<file path="config.mk">
export PLATFORM = sky130hd
export DESIGN_NAME = trax_path_tracer
export DESIGN_NICKNAME = d
export VERILOG_FILES = /design/src/rtl/trax_path_tracer_pkg.sv /design/src/rtl/trax_exit_lut.sv /design/src/rtl/trax_path_tracer.sv
export SDC_FILE = /design/constraint.sdc
export NUM_CORES = 1
export LEC_CHECK = 0
export ABC_AREA = 1
export CAP_MARGIN = 20
export CORE_ASPECT_RATIO = 2
export CORE_MARGIN = 4
export CORE_UTILIZATION = 40
export CTS_BUF_LIST = sky130_fd_sc_hd__clkbuf_4
export CTS_CLUSTER_SIZE = 25
export DETAILED_ROUTE_END_ITERATION = 10
export PLACE_DENSITY = 0.58
export SLEW_MARGIN = 40
export SYNTH_ARGS = -nofsm -noshare
export SYNTH_HDL_FRONTEND = slang
export SYNTH_SLANG_ARGS = --single-unit
</file>
<file path="constraint.sdc">
create_clock -name i_clk -period 8.63 [get_ports i_clk]
set_input_delay 1.726 -clock i_clk [delete_from_list [all_inputs] [get_ports i_clk]]
set_output_delay 1.726 -clock i_clk [all_outputs]
set_load 0.01 [all_outputs]
</file>
<file path="src/rtl/trax_path_tracer_pkg.sv">
// ---------------------------------------------------------------------------
// trax_path_tracer_pkg
// Shared definitions for the Trax path tracer:
//   - side/direction encodings (0 left, 1 up, 2 right, 3 down)
//   - tile-code constants
//   - result encodings reported on o_result
//   - FSM state type
//   - opposite(): side seen by the neighbour when the path crosses a tile edge
// ---------------------------------------------------------------------------
package trax_path_tracer_pkg;

   localparam logic [1:0] DIR_L = 2'd0;
   localparam logic [1:0] DIR_U = 2'd1;
   localparam logic [1:0] DIR_R = 2'd2;
   localparam logic [1:0] DIR_D = 2'd3;

   localparam logic [3:0] TILE_EMPTY     = 4'd0;
   localparam logic [3:0] TILE_MAX_VALID = 4'd6;

   localparam logic [1:0] RES_EMPTY = 2'b00;
   localparam logic [1:0] RES_LOOP  = 2'b01;
   localparam logic [1:0] RES_EDGE  = 2'b10;
   localparam logic [1:0] RES_ERROR = 2'b11;

   typedef enum logic [1:0] {
      ST_IDLE = 2'd0,
      ST_READ = 2'd1,
      ST_EVAL = 2'd2,
      ST_FIN  = 2'd3
   } state_t;

   // Left<->right and up<->down differ only in bit 1 of the encoding.
   function automatic logic [1:0] opposite(input logic [1:0] d);
      return d ^ 2'b10;
   endfunction

endpackage

</file>
<file path="src/rtl/trax_exit_lut.sv">
// ---------------------------------------------------------------------------
// trax_exit_lut
// Combinational map from (tile code, line colour, entry side) to exit side.
//   i_tile   [3:0]  tile code (0 empty, 1..6 placed, 7..15 invalid)
//   i_color         1 white line, 0 black line
//   i_entry  [1:0]  side the path enters the tile
//   o_exit   [1:0]  side the path leaves the tile (valid only with o_valid)
//   o_valid         1 when the tile is placed and the entry side carries the
//                   selected colour
// ---------------------------------------------------------------------------
module trax_exit_lut
   import trax_path_tracer_pkg::*;
(
   input  logic [3:0] i_tile,
   input  logic       i_color,
   input  logic [1:0] i_entry,
   output logic [1:0] o_exit,
   output logic       o_valid
);

   logic [1:0] w_side_a;
   logic [1:0] w_side_b;
   logic       w_placed;

   // Each placed tile joins two sides with white; black joins the other two.
   always_comb begin
      w_side_a = DIR_L;
      w_side_b = DIR_L;
      w_placed = 1'b1;
      case (i_tile)
         4'd1: begin w_side_a = i_color ? DIR_L : DIR_U; w_side_b = i_color ? DIR_D : DIR_R; end
         4'd2: begin w_side_a = i_color ? DIR_U : DIR_L; w_side_b = i_color ? DIR_R : DIR_D; end
         4'd3: begin w_side_a = i_color ? DIR_U : DIR_L; w_side_b = i_color ? DIR_D : DIR_R; end
         4'd4: begin w_side_a = i_color ? DIR_L : DIR_U; w_side_b = i_color ? DIR_R : DIR_D; end
         4'd5: begin w_side_a = i_color ? DIR_L : DIR_R; w_side_b = i_color ? DIR_U : DIR_D; end
         4'd6: begin w_side_a = i_color ? DIR_R : DIR_L; w_side_b = i_color ? DIR_D : DIR_U; end
         default: w_placed = 1'b0;
      endcase
   end

   always_comb begin
      o_exit  = DIR_L;
      o_valid = 1'b0;
      if (w_placed) begin
         if (i_entry == w_side_a) begin
            o_exit  = w_side_b;
            o_valid = 1'b1;
         end else if (i_entry == w_side_b) begin
            o_exit  = w_side_a;
            o_valid = 1'b1;
         end
      end
   end

endmodule

</file>
<file path="src/rtl/trax_path_tracer.sv">
// ---------------------------------------------------------------------------
// trax_path_tracer
// Follows one coloured line across a Trax board held in external memory,
// one tile per READ/EVAL pair, and reports how the line ends.
//   i_clk, i_rst            clock, asynchronous active-high reset
//   i_start                 trace request (accepted in IDLE only)
//   i_start_row/col [3:0]   first tile
//   i_start_dir     [1:0]   side entering the first tile
//   i_color                 1 white, 0 black
//   i_abort                 cancel an active trace (READ/EVAL), no done
//   o_mem_rd, o_mem_addr    board read strobe and {row,col}
//   i_mem_rdata     [3:0]   tile code, valid the cycle after o_mem_rd
//   o_busy                  FSM not in IDLE
//   o_done                  one-cycle completion pulse
//   o_result        [1:0]   EMPTY/LOOP/EDGE/ERROR, held until next done
//   o_end_row/col/dir       final position (EDGE: exit side), held
//   o_length        [7:0]   tiles traversed, held
//   o_dbg_state     [1:0]   current FSM state
// Handshake: i_start is a single-cycle request with no ready; it is taken only
// when o_busy is low. Results are valid from the o_done cycle until the next.
// ---------------------------------------------------------------------------
module trax_path_tracer
   import trax_path_tracer_pkg::*;
#(
   parameter int BOARD_DIM = 16,
   parameter int MAX_STEPS = 255
) (
   input  logic       i_clk,
   input  logic       i_rst,
   input  logic       i_start,
   input  logic [3:0] i_start_row,
   input  logic [3:0] i_start_col,
   input  logic [1:0] i_start_dir,
   input  logic       i_color,
   input  logic       i_abort,
   output logic       o_mem_rd,
   output logic [7:0] o_mem_addr,
   input  logic [3:0] i_mem_rdata,
   output logic       o_busy,
   output logic       o_done,
   output logic [1:0] o_result,
   output logic [3:0] o_end_row,
   output logic [3:0] o_end_col,
   output logic [1:0] o_end_dir,
   output logic [7:0] o_length,
   output logic [1:0] o_dbg_state
);

   localparam logic [3:0] LAST_IDX   = 4'(BOARD_DIM - 1);
   localparam logic [7:0] STEP_LIMIT = 8'(MAX_STEPS);

   state_t     r_state;
   logic [3:0] r_st_row, r_st_col, r_cur_row, r_cur_col;
   logic [1:0] r_st_dir, r_cur_dir;
   logic       r_color;
   logic [7:0] r_steps;
   logic       r_mem_rd, r_busy, r_done;
   logic [1:0] r_result, r_end_dir;
   logic [3:0] r_end_row, r_end_col;
   logic [7:0] r_length;

   logic [1:0] w_exit;
   logic       w_lut_valid;
   logic       w_off_board;
   logic [3:0] w_nxt_row, w_nxt_col;
   logic [1:0] w_nxt_dir;
   logic [7:0] w_steps_inc;
   logic       w_finish;
   logic [1:0] w_fin_res, w_fin_dir;
   logic [3:0] w_fin_row, w_fin_col;
   logic [7:0] w_fin_len;

   trax_exit_lut u_exit_lut (
      .i_tile  (i_mem_rdata),
      .i_color (r_color),
      .i_entry (r_cur_dir),
      .o_exit  (w_exit),
      .o_valid (w_lut_valid)
   );

   // Saturating so the count can never pass the visit limit.
   assign w_steps_inc = (r_steps == STEP_LIMIT) ? r_steps : r_steps + 8'd1;
   assign w_nxt_dir   = opposite(w_exit);

   always_comb begin
      w_off_board = 1'b0;
      w_nxt_row   = r_cur_row;
      w_nxt_col   = r_cur_col;
      case (w_exit)
         DIR_L: begin w_off_board = (r_cur_col == 4'd0);     w_nxt_col = r_cur_col - 4'd1; end
         DIR_U: begin w_off_board = (r_cur_row == 4'd0);     w_nxt_row = r_cur_row - 4'd1; end
         DIR_R: begin w_off_board = (r_cur_col == LAST_IDX); w_nxt_col = r_cur_col + 4'd1; end
         default: begin w_off_board = (r_cur_row == LAST_IDX); w_nxt_row = r_cur_row + 4'd1; end
      endcase
   end

   // Outcome of evaluating the tile now on i_mem_rdata; used only in EVAL.
   always_comb begin
      w_finish  = 1'b0;
      w_fin_res = RES_EMPTY;
      w_fin_row = r_cur_row;
      w_fin_col = r_cur_col;
      w_fin_dir = r_cur_dir;
      w_fin_len = r_steps;
      if (i_mem_rdata == TILE_EMPTY) begin
         w_finish = 1'b1;
      end else if (!w_lut_valid) begin
         w_finish  = 1'b1;
         w_fin_res = RES_ERROR;
      end else if (w_off_board) begin
         w_finish  = 1'b1;
         w_fin_res = RES_EDGE;
         w_fin_dir = w_exit;
         w_fin_len = w_steps_inc;
      end else if (w_nxt_row == r_st_row && w_nxt_col == r_st_col && w_nxt_dir == r_st_dir) begin
         w_finish  = 1'b1;
         w_fin_res = RES_LOOP;
         w_fin_row = w_nxt_row;
         w_fin_col = w_nxt_col;
         w_fin_dir = w_nxt_dir;
         w_fin_len = w_steps_inc;
      end else if (w_steps_inc == STEP_LIMIT) begin
         w_finish  = 1'b1;
         w_fin_res = RES_ERROR;
         w_fin_row = w_nxt_row;
         w_fin_col = w_nxt_col;
         w_fin_dir = w_nxt_dir;
         w_fin_len = w_steps_inc;
      end
   end

   always_ff @(posedge i_clk or posedge i_rst) begin
      if (i_rst) begin
         r_state   <= ST_IDLE;
         r_st_row  <= 4'd0;
         r_st_col  <= 4'd0;
         r_st_dir  <= 2'd0;
         r_cur_row <= 4'd0;
         r_cur_col <= 4'd0;
         r_cur_dir <= 2'd0;
         r_color   <= 1'b0;
         r_steps   <= 8'd0;
         r_mem_rd  <= 1'b0;
         r_busy    <= 1'b0;
         r_done    <= 1'b0;
         r_result  <= RES_EMPTY;
         r_end_row <= 4'd0;
         r_end_col <= 4'd0;
         r_end_dir <= 2'd0;
         r_length  <= 8'd0;
      end else begin
         r_done <= 1'b0;
         case (r_state)
            ST_IDLE: begin
               if (i_start) begin
                  r_st_row  <= i_start_row;
                  r_st_col  <= i_start_col;
                  r_st_dir  <= i_start_dir;
                  r_cur_row <= i_start_row;
                  r_cur_col <= i_start_col;
                  r_cur_dir <= i_start_dir;
                  r_color   <= i_color;
                  r_steps   <= 8'd0;
                  r_mem_rd  <= 1'b1;
                  r_busy    <= 1'b1;
                  r_state   <= ST_READ;
               end
            end
            ST_READ: begin
               r_mem_rd <= 1'b0;
               if (i_abort) begin
                  r_busy  <= 1'b0;
                  r_state <= ST_IDLE;
               end else begin
                  r_state <= ST_EVAL;
               end
            end
            ST_EVAL: begin
               if (i_abort) begin
                  r_busy  <= 1'b0;
                  r_state <= ST_IDLE;
               end else if (w_finish) begin
                  // Results land together with the done pulse.
                  r_done    <= 1'b1;
                  r_result  <= w_fin_res;
                  r_end_row <= w_fin_row;
                  r_end_col <= w_fin_col;
                  r_end_dir <= w_fin_dir;
                  r_length  <= w_fin_len;
                  r_state   <= ST_FIN;
               end else begin
                  r_cur_row <= w_nxt_row;
                  r_cur_col <= w_nxt_col;
                  r_cur_dir <= w_nxt_dir;
                  r_steps   <= w_steps_inc;
                  r_mem_rd  <= 1'b1;
                  r_state   <= ST_READ;
               end
            end
            default: begin
               r_busy  <= 1'b0;
               r_state <= ST_IDLE;
            end
         endcase
      end
   end

   assign o_mem_rd    = r_mem_rd;
   assign o_mem_addr  = {r_cur_row, r_cur_col};
   assign o_busy      = r_busy;
   assign o_done      = r_done;
   assign o_result    = r_result;
   assign o_end_row   = r_end_row;
   assign o_end_col   = r_end_col;
   assign o_end_dir   = r_end_dir;
   assign o_length    = r_length;
   assign o_dbg_state = r_state;

endmodule

</file>
## After elaboration in Yosys (flattened, before gate mapping)

Index checks and enable logic that the tools add are counted.

- Word-level logic and storage cells: 149
- Output and inout bits: 33
- Bits in registers: 54
- Input bits: 19

- Eq/ne operators: 23
- Bitwise gates (word level): 2
- Add/subtract/negate cells: 5
- Reductions and logical operators: 21
- Muxes and demuxes: 81

Operators with widths:

| cell | count |
|---|---|
| $mux 8 | 9 |
| $mux 4 | 16 |
| $mux 2 | 24 |
| $pmux 4 s2 | 4 |
| $mux 1 | 20 |
| $eq 8x8->1 const B | 2 |
| $pmux 2 s4 | 2 |
| $pmux 8 s2 | 1 |
| $eq 4x3->1 const B | 3 |
| $logic_not 4->1 | 3 |
| $reduce_or 2->1 | 6 |
| $add 4x1->4 const B | 2 |
| $add 8x1->8 const B | 1 |
| $eq 4x2->1 const B | 2 |
| $eq 4x4->1 | 2 |
| $eq 4x4->1 const B | 2 |
| $reduce_and 4->1 | 2 |
| $sub 4x1->4 const B | 2 |
| $eq 2x2->1 | 3 |
| $ne 2x2->1 const B | 3 |
| $pmux 1 s3 | 2 |
| $pmux 2 s3 | 1 |
| $reduce_or 6->1 | 1 |
| $eq 2x1->1 const B | 2 |
| other kinds (12) | 17 |

## Depth between registers and ports, before layout

Gate-level depths: netlist (run 1).

- Depth after elaboration: 20
- Mapped depth: 32

## Modules after synthesis

Synthesis (run 1) repeated with hierarchy kept, for this count alone.

- Cell total of the unflattened synthesis: 542
- Area, all modules: 3,788.6 um2

Modules (own cells, without submodules):

| module | seq. area each (um2) | cells each | times used | area each (um2) |
|---|---|---|---|---|
| trax_path_tracer | 1,351.3 | 480 | 1 | 3,517.1 |
| trax_exit_lut | 0.0 | 62 | 1 | 271.5 |

## Worst setup path after synthesis (run 1)

OpenSTA, ideal clock, no wires.

- Path type: input to register
- From: in i_mem_rdata[0]
- To: reg r_cur_row[0]
- Stages: 27
- Slack: 3,946 ps
- Buffers on the path: 2
- Arrival: 4,566 ps
- Path through: inv_1 nor2_1 nand2_2 nand2_1 nand2_2 xor2_2 nand3_2 nand2_4 inv_1 nor2_1 inv_1 fa_1 xor2_1 nand2_1 nand2_1 nand2_1 nand2_1 nor2_1 nand2_1 nor2_4 nand3_4 nand4_4 nand2_4 buf_6 buf_8 nand3_1 nand2_1

- Word-level cells in the longest chain between the ends: 19
- Elaborated cells between the ends (all ways): 45

Ends and longest elaborated chain:

| element | line | RTL |
|---|---|---|
| start: declaration | trax_path_tracer.sv:38 | `input logic [3:0] i_mem_rdata,` |
| $eq 4x2->1 (tied with other cells) | trax_exit_lut.sv:30 | `case (i_tile)` |
| $reduce_or 2->1 (no line) | n/a |  |
| $pmux 2 s4 | trax_exit_lut.sv:30 |  |
| $eq 2x2->1 | trax_exit_lut.sv:48 | `end else if (i_entry == w_side_b) begin` |
| $mux 2 | trax_exit_lut.sv:48 |  |
| $mux 2 | trax_exit_lut.sv:45 | `if (i_entry == w_side_a) begin` |
| $mux 2 | trax_exit_lut.sv:44 | `if (w_placed) begin` |
| $eq 2x2->1 / $logic_not 2->1 (equally long branches) | trax_path_tracer.sv:89 | `case (w_exit)` |
| [... 2 more ...] | n/a |  |
| $eq 4x4->1 | trax_path_tracer.sv:115 | `end else if (w_nxt_row == r_st_row && w_nxt_col == r_st_col && w_nxt_dir == r_st_dir) begin` |
| $logic_and 1x1->1 (2 in series) | trax_path_tracer.sv:115 |  |
| $mux 1 | trax_path_tracer.sv:115 |  |
| $mux 1 | trax_path_tracer.sv:110 | `end else if (w_off_board) begin` |
| $mux 1 | trax_path_tracer.sv:107 | `end else if (!w_lut_valid) begin` |
| $mux 1 | trax_path_tracer.sv:105 | `if (i_mem_rdata == TILE_EMPTY) begin` |
| $ne 2x2->1 (no line) | n/a |  |
| $reduce_and 4->1 (no line) | n/a |  |
| end signal: assignment | trax_path_tracer.sv:159 | `r_cur_row <= i_start_row;` |
| end signal: assignment | trax_path_tracer.sv:192 | `r_cur_row <= w_nxt_row;` |
| end: declaration | trax_path_tracer.sv:53 | `logic [3:0] r_st_row, r_st_col, r_cur_row, r_cur_col;` |

Several ways; a longest one is shown, not always the timed one. The select of a mux whose other input is x is not followed.
A chain may end at the register's enable or synchronous reset.

## Worst setup path after layout (run 1)

- From: in i_mem_rdata[0]
- To: reg r_result[1], in the netlist o_result[1]

- Word-level cells in the longest chain between the ends: 18
- Elaborated cells between the ends (all ways): 45

Ends and longest elaborated chain:

| element | line | RTL |
|---|---|---|
| $eq 4x2->1 (tied with other cells) | trax_exit_lut.sv:30 |  |
| $reduce_or 2->1 (no line) | n/a |  |
| $pmux 2 s4 | trax_exit_lut.sv:30 |  |
| $eq 2x2->1 | trax_exit_lut.sv:48 |  |
| $mux 2 | trax_exit_lut.sv:48 |  |
| $mux 2 | trax_exit_lut.sv:45 |  |
| $mux 2 | trax_exit_lut.sv:44 |  |
| $eq 2x2->1 / $logic_not 2->1 (equally long branches) | trax_path_tracer.sv:89 |  |
| $reduce_or 2->1 (no line) | n/a |  |
| $pmux 4 s2 | trax_path_tracer.sv:89 |  |
| $eq 4x4->1 | trax_path_tracer.sv:115 |  |
| $logic_and 1x1->1 (2 in series) | trax_path_tracer.sv:115 |  |
| $mux 1 | trax_path_tracer.sv:115 |  |
| $mux 1 | trax_path_tracer.sv:110 |  |
| $mux 1 | trax_path_tracer.sv:107 |  |
| $mux 1 | trax_path_tracer.sv:105 |  |
| $reduce_and 3->1 (no line) | n/a |  |
| end signal: assignment | trax_path_tracer.sv:185 | `r_result <= w_fin_res;` |
| end: declaration | trax_path_tracer.sv:58 | `logic [1:0] r_result, r_end_dir;` |

Several ways; a longest one is shown, not always the timed one.

==> flow_metrics.py, run 1 <==
metrics = {
    "final_layout": {
        "fin_cells": 733,
        "area_growth_syn_to_layout_pct": 15.40,
        "drive_above_1_share_pct": 9.833,
        "postLayoutCellArea_sq_um": 4538,
        "nets": 629,
    },
    "detailed_routing": {
        "drc": 0,
        "ant_nets": 0,
        "wl_met2_um": 6278,
        "wl_per_cell_um": 15.11,
        "highest_layer": "met4",
        "met1_length_um": 4101,
        "drtIter0Drc": 159,
        "vias": 3606,
        "route.met3.wl_um": 283,
        "routed_wl_um": 11080,
        "dr.pass1.iters": 4,
        "via_per_inst": 4.920,
    },
    "setup_path": {
        "cp.required_ns": 8.97,
        "crit_fanout": 24,
        "cp-end-kind": "flip-flop",
        "critPathKind": "in2reg",
        "crit_path_start_kind": "primary input",
        "critical_path_arrival_ns": 6.14,
    },
    "die": {
        "die_h_um": 148.2,
        "ioPinCount": 52,
        "core_area_sq_um": 9699,
        "start_util_pct": 40.54,
        "dieArea_sq_um": 11580,
        "die_width_um": 78.11,
        "rows": 51,
    },
    "global_routing": {
        "grt_pass1_vias": 3760,
        "overflow": 0,
        "grt_pass1_wl_um": 18160,
        "grt_max_degree": 55,
        "antenna_found_initial": 1,
        "grt_usage_pct": 20.03,
    },
    "power": {
        "p_total_w": 0.001750,
        "p_leak_nw": 2.320,
        "vdd_drop_max_mv": 0.2668,
        "p_per_area_nw_per_um2": 385.5,
    },
    "clock_network": {
        "cts_tree": "done",
        "post_cts_buffers": 0,
        "numClockSinks": 54,
        "cts_buffer_depth": 2,
        "clk_latency_ns": 0.40,
        "cts_made_buffers": 5,
        "clkTransAtPathRegs_ns": 0.16,
        "post_cts_resized": 0,
        "cts_root_buf": "clkbuf_4",
        "cts-htree-levels": 2,
        "postCtsHoldBufs": 0,
    },
    "synthesis": {
        "synth_fa_ha_area_share_pct": 3.882,
        "async_flop_share_pct": 100.0,
        "synth-simple-area-share_pct": 43.05,
        "synth_ff_type": "dfrtp_1",
        "synth_compound_area_share_pct": 5.186,
        "syn_nets": 583,
        "synth_common_cells": "nand2_1, nand3_1, inv_1, dfrtp_1, nor2_1",
        "synth.area.top_cells": "dfrtp_1, nand2_1, nand3_1",
        "synth_top_cell_by_area": "dfrtp_1",
        "synth_top_family_by_area": "simple AND/OR/NAND/NOR gates",
        "synth_xor_area_share_pct": 2.386,
        "synth_top_area_share_pct": 34.36,
        "synth_edf_count": 0,
        "yosysWarningCount": 0,
        "syn_area_sq_um": 3933,
        "synth-seq-cells": 54,
        "muxShareOfSynthArea_pct": 0.5727,
        "ys_seq_area_share_pct": 34.36,
        "synth_cells": 553,
        "synth_most_common_cell": "nand2_1",
        "synth_cell_types": 37,
        "synth.avg_cell_area_sq_um": 7.111,
    },
    "place": {
        "dp_hpwl_um": 8643,
        "place_inst": 724,
        "port-buffer-count": 51,
        "dp_slack_ns": 2.384,
        "place_area_sq_um": 4458,
        "gp_congestion": 0.9332,
    },
    "sta": {
        "timing.final.crit_share_pct": 67.17,
        "fin_crit_ns": 5.797,
        "fmax_mhz": 172.5,
        "skew_ns": 0.01110,
        "slew_viol_final": 0,
        "rsz0062_at_grt": "no",
        "hold_violations": 0,
        "setup_viol": 0,
        "worst-slew-pin-transition_ns": 0.7102,
        "tns_ns": 0,
        "slew_headroom_pct": 52.65,
        "setup_slack_ns": 2.833,
    },
    "hold_path": {
        "worstHoldPathType": "reg2reg",
    },
    "run": {
        "cap_violations": 0,
    },
    "outcome": {
        "outcome": "complete, no violations",
    },
}
worst max-delay path, cell delays in order:
cell,delay [ns]
clkdlybuf4s50_1,0.54
inv_1,0.06
nor2_1,0.15
nand2_2,0.10
nand2_1,0.08
nand2_2,0.07
xor2_2,0.19
nand3_2,0.24
nand2_4,0.28
inv_1,0.16
nor2_1,0.21
inv_1,0.11
fa_1,0.41
xor2_1,0.17
nand2_1,0.09
nand2_1,0.10
nand2_1,0.07
nand2_1,0.04
nor2_1,0.10
nand2_1,0.10
nor2_4,0.15
nand3_4,0.14
nand4_4,0.12
nand2_4,0.21
inv_4,0.28
nand3_1,0.12
nand2_1,0.09
placed cells by master (no fill, tap or decap), types with 9 or more instances in the layout:
| cell | count |
|---|---|
| nand2_2 | 13 |
| dfrtp_1 | 54 |
| inv_1 | 60 |
| nor2_1 | 31 |
| ha_1 | 9 |
| nand3_1 | 71 |
| clkdlybuf4s50_1 | 51 |
| nand2_1 | 202 |
| o21ai_0 | 24 |
| nand2_4 | 9 |
layout make-up:
class,count,area [sq um]
inverters,64,242.7
diodes,1,2.502
flip-flops and latches,54,1351
multi-input cells,420,2166
well taps,132,165.2
clock buffers,5,37.54
clock inverters,3,40.04
repair buffers,54,533.0
fillers,1022,5161
report_power, final:
group | internal, W | total [W] | switching (W)
combinational | 0.000421 | 0.00114 | 0.000716
clock | 0.0000602 | 0.000146 | 0.0000857
sequential | 0.000356 | 0.000466 | 0.000110
total | 0.000838 | 0.00175 | 0.000912
registers in the layout, indices dropped and copies added, names as in the netlist, 4 cells and up:
signal and cells:
o_end_col 4, o_end_row 4, o_length 8, r_cur_col 4, r_cur_row 4, r_st_col 4, r_st_row 4, r_steps 8
logic make-up (layout without fill, tap and decap cells):
logic type	Yosys count	count (layout)
flip-flops	54	54
XOR/XNOR	9	9
adder cells (fa/ha/maj)	11	11
buffers and inverters	79	126
other	0	1
AO/OA/AOI/OAI	39	39
multiplexers	2	2
AND/OR/NAND/NOR	359	359
path summary, 6_finish.rpt:
kind / from / to / slack, ns / cells after the start
hold reg to reg: o_length[4] / o_length[4] / 0.50 / 2
min in group asynchronous: i_rst / o_length[1] / 1.83 / 3
setup reg to reg: r_color / o_result[1] / 4.39 / 24
setup / recovery: i_mem_rdata[0] / o_result[1] / 2.83 / 27
max in group asynchronous: i_rst / r_cur_dir[1] / 6.33 / 3
hold / removal: o_length[4] / o_length[4] / 0.50 / 2
metal layers:
| metal | vias to the layer above | global-route usage, % |
|---|---|---|
| met1 | 1662 | 20.12 |
| met5 | - | 0 |
| met3 | 27 | 2.545 |
| met2 | 71 | 39.13 |
| li1 | 1846 | - |
| met4 | 0 | 9.982 |
metrics by stage:
| stage | util (%) | hold WS [ns] |
|---|---|---|
| global placement | 45.96 | 0.4632 |
| finish | 46.79 | 0.4984 |
| floorplan | - | 0.4630 |
| detailed placement | 45.96 | 0.4687 |
| CTS | 46.76 | 0.5063 |
| global route | 46.79 | 0.5262 |
Note: power is estimated with default switching activity, not from simulation.
==> inputs of run 2 (changes only) <==
- clock period: 8.63 -> 5.34 ns (I/O delays scaled with it)
==> flow_metrics.py, run 2 (synthesis results as in run 1) <==
metrics = {
    "final_layout": {
        "final_common_cell": "nand2_1",
        "drive_above_1_share_pct": 11.89,
        "final_core_util_pct": 47.81,
        "nets": 643,
        "final_cell_mix": "nand2_1, nand3_1, inv_1",
        "fin_cells": 747,
        "area_growth_syn_to_layout_pct": 17.91,
        "postLayoutCellArea_sq_um": 4637,
    },
    "sta": {
        "fin_hold_ws_ns": 0.4972,
        "setup_viol": 0,
        "slew_viol_final": 0,
        "slew_headroom_pct": 52.46,
        "rsz0062_at_grt": "no",
        "worst-slew-pin-transition_ns": 0.7131,
        "hold_violations": 0,
        "fin_crit_ns": 4.750,
        "fmax_mhz": 210.5,
        "skew_ns": 0.01151,
        "timing.final.crit_share_pct": 88.95,
        "tns_ns": 0,
    },
    "outcome": {
        "outcome": "complete, no violations",
    },
    "clock_network": {
        "clkTransAtPathRegs_ns": 0.17,
        "numClockSinks": 54,
        "post_cts_resized": 0,
        "cts_root_buf": "clkbuf_4",
        "cts_buffer_depth": 2,
        "cts_made_buffers": 5,
        "postCtsHoldBufs": 0,
        "clk_latency_ns": 0.40,
        "cts_tree": "done",
        "cts-htree-levels": 2,
        "post_cts_buffers": 0,
    },
    "run": {
        "cap_violations": 0,
    },
    "setup_path": {
        "max_stage_delay_ns": 0.54,
        "cp_common_cell": "nand2_1",
        "critical-path-slowest-cell": "clkdlybuf4s50_1",
        "crit_path_start_kind": "primary input",
        "critical_path_arrival_ns": 5.06,
        "critPathKind": "in2reg",
        "cp.required_ns": 5.65,
        "cp-end-kind": "flip-flop",
        "crit_fanout": 7,
    },
    "detailed_routing": {
        "vias": 3760,
        "drtIter0Drc": 148,
        "wl_per_cell_um": 15.48,
        "via_per_inst": 5.033,
        "ant_nets": 0,
        "dr.pass1.iters": 4,
        "drc": 0,
        "routed_wl_um": 11570,
    },
    "die": {
        "core_area_sq_um": 9699,
        "rows": 51,
        "ioPinCount": 52,
        "die_h_um": 148.2,
        "dieArea_sq_um": 11580,
        "start_util_pct": 40.54,
        "die_width_um": 78.11,
    },
    "global_routing": {
        "overflow": 0,
        "grt_usage_pct": 20.55,
        "grt_max_degree": 55,
        "antenna_found_initial": 1,
        "grt_pass1_wl_um": 18470,
        "grt_pass1_vias": 3769,
    },
    "place": {
        "place_area_sq_um": 4576,
        "place_inst": 738,
        "gp_congestion": 0.9347,
        "dp_hpwl_um": 9134,
        "port-buffer-count": 51,
    },
    "power": {
        "vdd_drop_max_mv": 0.3495,
        "p_leak_nw": 2.376,
        "p_per_area_nw_per_um2": 627.4,
    },
    "hold_path": {
        "worstHoldPathType": "reg2reg",
    },
}
-- run 2: cell types whose count changed in the layout (fill, tap and decap cells not counted), sizes merged --
| cell | change |
|---|---|
| buf | +14 |
| bufinv | -1 |
| clkinvlp | +1 |
-- run 2: path summary, 6_finish.rpt --
check / startpoint / end / slack, ns / cells after the start
setup / recovery: i_mem_rdata[0] / o_length[7] / 0.59 / 29
hold / removal: o_length[4] / o_length[4] / 0.50 / 2
setup reg to reg: r_color / o_length[7] / 1.48 / 28
hold reg to reg: o_length[4] / o_length[4] / 0.50 / 2
max in group asynchronous: i_rst / o_dbg_state[0] / 3.70 / 3
min in group asynchronous: i_rst / r_steps[3] / 1.16 / 3
-- run 2: critical path: cells and delay by family --
family	cells	cell delay [ns]
AND/OR/NAND/NOR	21	2.33
adder cells (fa/ha/maj)	1	0.39
buffers and inverters	5	0.92
AO/OA/AOI/OAI	1	0.19
XOR/XNOR	1	0.15
-- run 2: layer usage --
metal / track usage [%] / routed length (um) / vias to the layer above
met5: 0 / 0 / -
met2: 39.65 / 6562 / 93
li1: - / - / 1869
met3: 2.061 / 279 / 38
met1: 20.92 / 4162 / 1760
met4: 11.47 / 563 / 0
-- run 2: area by class of cell --
| class | instances | area [sq um] |
|---|---|---|
| tap | 132 | 165.2 |
| clock inverter | 3 | 21.27 |
| antenna | 1 | 2.502 |
| inverter | 64 | 242.7 |
| multi-input combinational | 420 | 2166 |
| timing repair buffer | 68 | 650.6 |
| sequential | 54 | 1351 |
| fill | 1036 | 5062 |
| clock buffer | 5 | 37.54 |
-- run 2: report_power, final --
group	switching, W	internal, W
logic	0.00119	0.000773
registers	0.000174	0.000576
clock network	0.000142	0.0000516
-- run 2: stage by stage --
| stage | total power [W] | worst slack [ns] |
|---|---|---|
| 2_1_floorplan | 0.002059 | 1.315 |
| 3_3_place_gp | 0.002736 | 0.1503 |
| 3_5_place_dp | 0.002747 | 0.1058 |
| 4_1_cts | 0.002954 | 0.5398 |
| 5_1_grt | 0.003192 | 0.1871 |
| 6_report | 0.002909 | 0.5899 |
==> inputs of run 3 (changes only) <==
- CORE_UTILIZATION: 40 -> 55
- PLACE_DENSITY: 0.58 -> 0.77
==> flow_metrics.py, run 3 (synthesis results as in run 1) <==
metrics = {
    "outcome": {
        "outcome": "complete, no violations",
    },
    "sta": {
        "rsz0062_at_grt": "no",
        "setup_viol": 0,
        "fin_crit_ns": 4.725,
        "worst-slew-pin-transition_ns": 0.6895,
        "slew_headroom_pct": 54.03,
        "slew_viol_final": 0,
        "skew_ns": 0.008721,
        "timing.final.crit_share_pct": 88.48,
        "hold_violations": 0,
        "tns_ns": 0,
        "setup_slack_ns": 0.6152,
        "fmax_mhz": 211.7,
    },
    "global_routing": {
        "grt_max_degree": 55,
        "grt_pass1_wl_um": 16880,
        "use_met3_pct": 3.958,
        "grt_usage_pct": 25.66,
        "overflow": 0,
        "top_usage_layer": "met2",
        "grt_use_met1_pct": 24.73,
        "use_met2_pct": 47.44,
        "grt_pass1_vias": 3808,
        "antenna_found_initial": 0,
    },
    "setup_path": {
        "crit_fanout": 19,
        "critical_path_arrival_ns": 5.08,
        "rrSetupSlack_ns": 1.47,
        "cp.required_ns": 5.70,
        "critical-path-slowest-cell": "clkdlybuf4s50_1",
        "max_stage_delay_ns": 0.54,
        "cp_common_cell": "nand2_1",
        "critPathKind": "in2reg",
        "crit_path_start_kind": "primary input",
        "cp-end-kind": "flip-flop",
    },
    "place": {
        "gp_congestion": 0.9469,
        "dp_slack_ns": 0.2132,
        "port-buffer-count": 51,
        "place_area_sq_um": 4443,
        "dp_hpwl_um": 8234,
        "place_inst": 687,
    },
    "run": {
        "cap_violations": 0,
    },
    "die": {
        "die_width_um": 67.79,
        "die_h_um": 127.6,
        "dieArea_sq_um": 8649,
        "rows": 43,
        "ioPinCount": 52,
        "start_util_pct": 56.66,
        "core_area_sq_um": 6940,
    },
    "power": {
        "combPwrFrac_pct": 65.9,
        "p_sw_share_pct": 52.52,
        "p_leak_nw": 2.335,
        "seqPwrFrac_pct": 26.8,
        "p_sw_w": 0.001478,
        "p_per_area_nw_per_um2": 623.9,
        "vdd_drop_max_mv": 0.3970,
        "internal-power_w": 0.001336,
        "p_clk_share_pct": 7.3,
    },
    "clock_network": {
        "cts-htree-levels": 2,
        "post_cts_buffers": 0,
        "numClockSinks": 54,
        "clk_latency_ns": 0.41,
        "cts_buffer_depth": 2,
        "postCtsHoldBufs": 0,
        "cts_root_buf": "clkbuf_4",
        "cts_made_buffers": 5,
        "clkTransAtPathRegs_ns": 0.17,
        "cts_tree": "done",
        "post_cts_resized": 0,
    },
    "final_layout": {
        "fill_cells": 659,
        "area_growth_syn_to_layout_pct": 14.70,
        "fin_cells": 695,
        "nets": 634,
        "seq_area_sq_um": 1351,
        "final_cell_mix": "nand2_1, nand3_1, inv_1",
        "postLayoutCellArea_sq_um": 4511,
        "multi_input_area_sq_um": 2167,
        "n_antenna_cell": 0,
        "drive_above_1_share_pct": 10.74,
        "final_common_cell": "nand2_1",
    },
    "detailed_routing": {
        "ant_nets": 0,
        "via_per_inst": 5.473,
        "drc": 0,
        "vias": 3804,
        "wl_per_cell_um": 14.81,
        "dr.pass1.iters": 5,
        "routed_wl_um": 10290,
        "drtIter0Drc": 247,
    },
    "hold_path": {
        "worstHoldPathType": "reg2reg",
    },
}
[run 3: cell types whose count changed in the layout (fill, tap and decap cells not counted)]
cell | previous run | this run
buf_12 | 1 | 0
inv_8 | 0 | 1
clkinv_2 | 1 | 0
diode_2 | 1 | 0
clkinv_4 | 1 | 2
buf_4 | 16 | 8
o21a_1 | 1 | 0
o21a_2 | 0 | 1
clkinvlp_4 | 1 | 0
[run 3: per-layer routing]
metal / up-vias / part of all wire [%]
li1: 1856 / -
met1: 1772 / 35
met2: 132 / 56
met3: 44 / 3.5
met4: 0 / 5.4
met5: - / 0
[run 3: per-stage QoR]
| step | utilization (%) | power (W) | hold slack [ns] |
|---|---|---|---|
| global route | 64.99 | 0.003075 | 0.5311 |
| floorplan | - | 0.002059 | 0.4630 |
| CTS | 64.97 | 0.002815 | 0.5062 |
| finish | 64.99 | 0.002814 | 0.5043 |
| global placement | 64.02 | 0.002550 | 0.4667 |
| detailed placement | 64.02 | 0.002601 | 0.4659 |
[run 3: final timing paths]
path,start,to,cells after the start
hold reg to reg,o_result[1],o_result[1],2
hold / removal,o_result[1],o_result[1],2
max in group asynchronous,i_rst,r_color,3
setup / recovery,i_mem_rdata[0],o_length[5],29
min in group asynchronous,i_rst,o_end_col[1],3
setup reg to reg,r_color,o_length[5],24
[run 3: area by class of cell]
type / instances / area share, %
Clock buffer: 5 / 0.8322
Clock inverter: 3 / 0.6380
Inverter: 64 / 5.381
Multi-Input combinational cell: 420 / 48.04
Sequential cell: 54 / 29.96
Tap cell: 90 / 2.497
Timing Repair Buffer: 59 / 12.65
[run 3: critical path: cells and delay by family]
family / cells / cell delay [ns]
buffers and inverters: 4 / 0.89
AO/OA/AOI/OAI: 2 / 0.44
adder cells (fa/ha/maj): 1 / 0.31
AND/OR/NAND/NOR: 22 / 2.36
[run 3: power groups by stage]
stage	clock [W]	sequential (W)	combinational (W)
after floorplan	0	0.000767	0.00129
after global placement	0	0.000755	0.00179
after detailed placement	0	0.000761	0.00184
after CTS	0.000209	0.000752	0.00185
after global routing	0.000222	0.000776	0.00208
final	0.000206	0.000754	0.00185
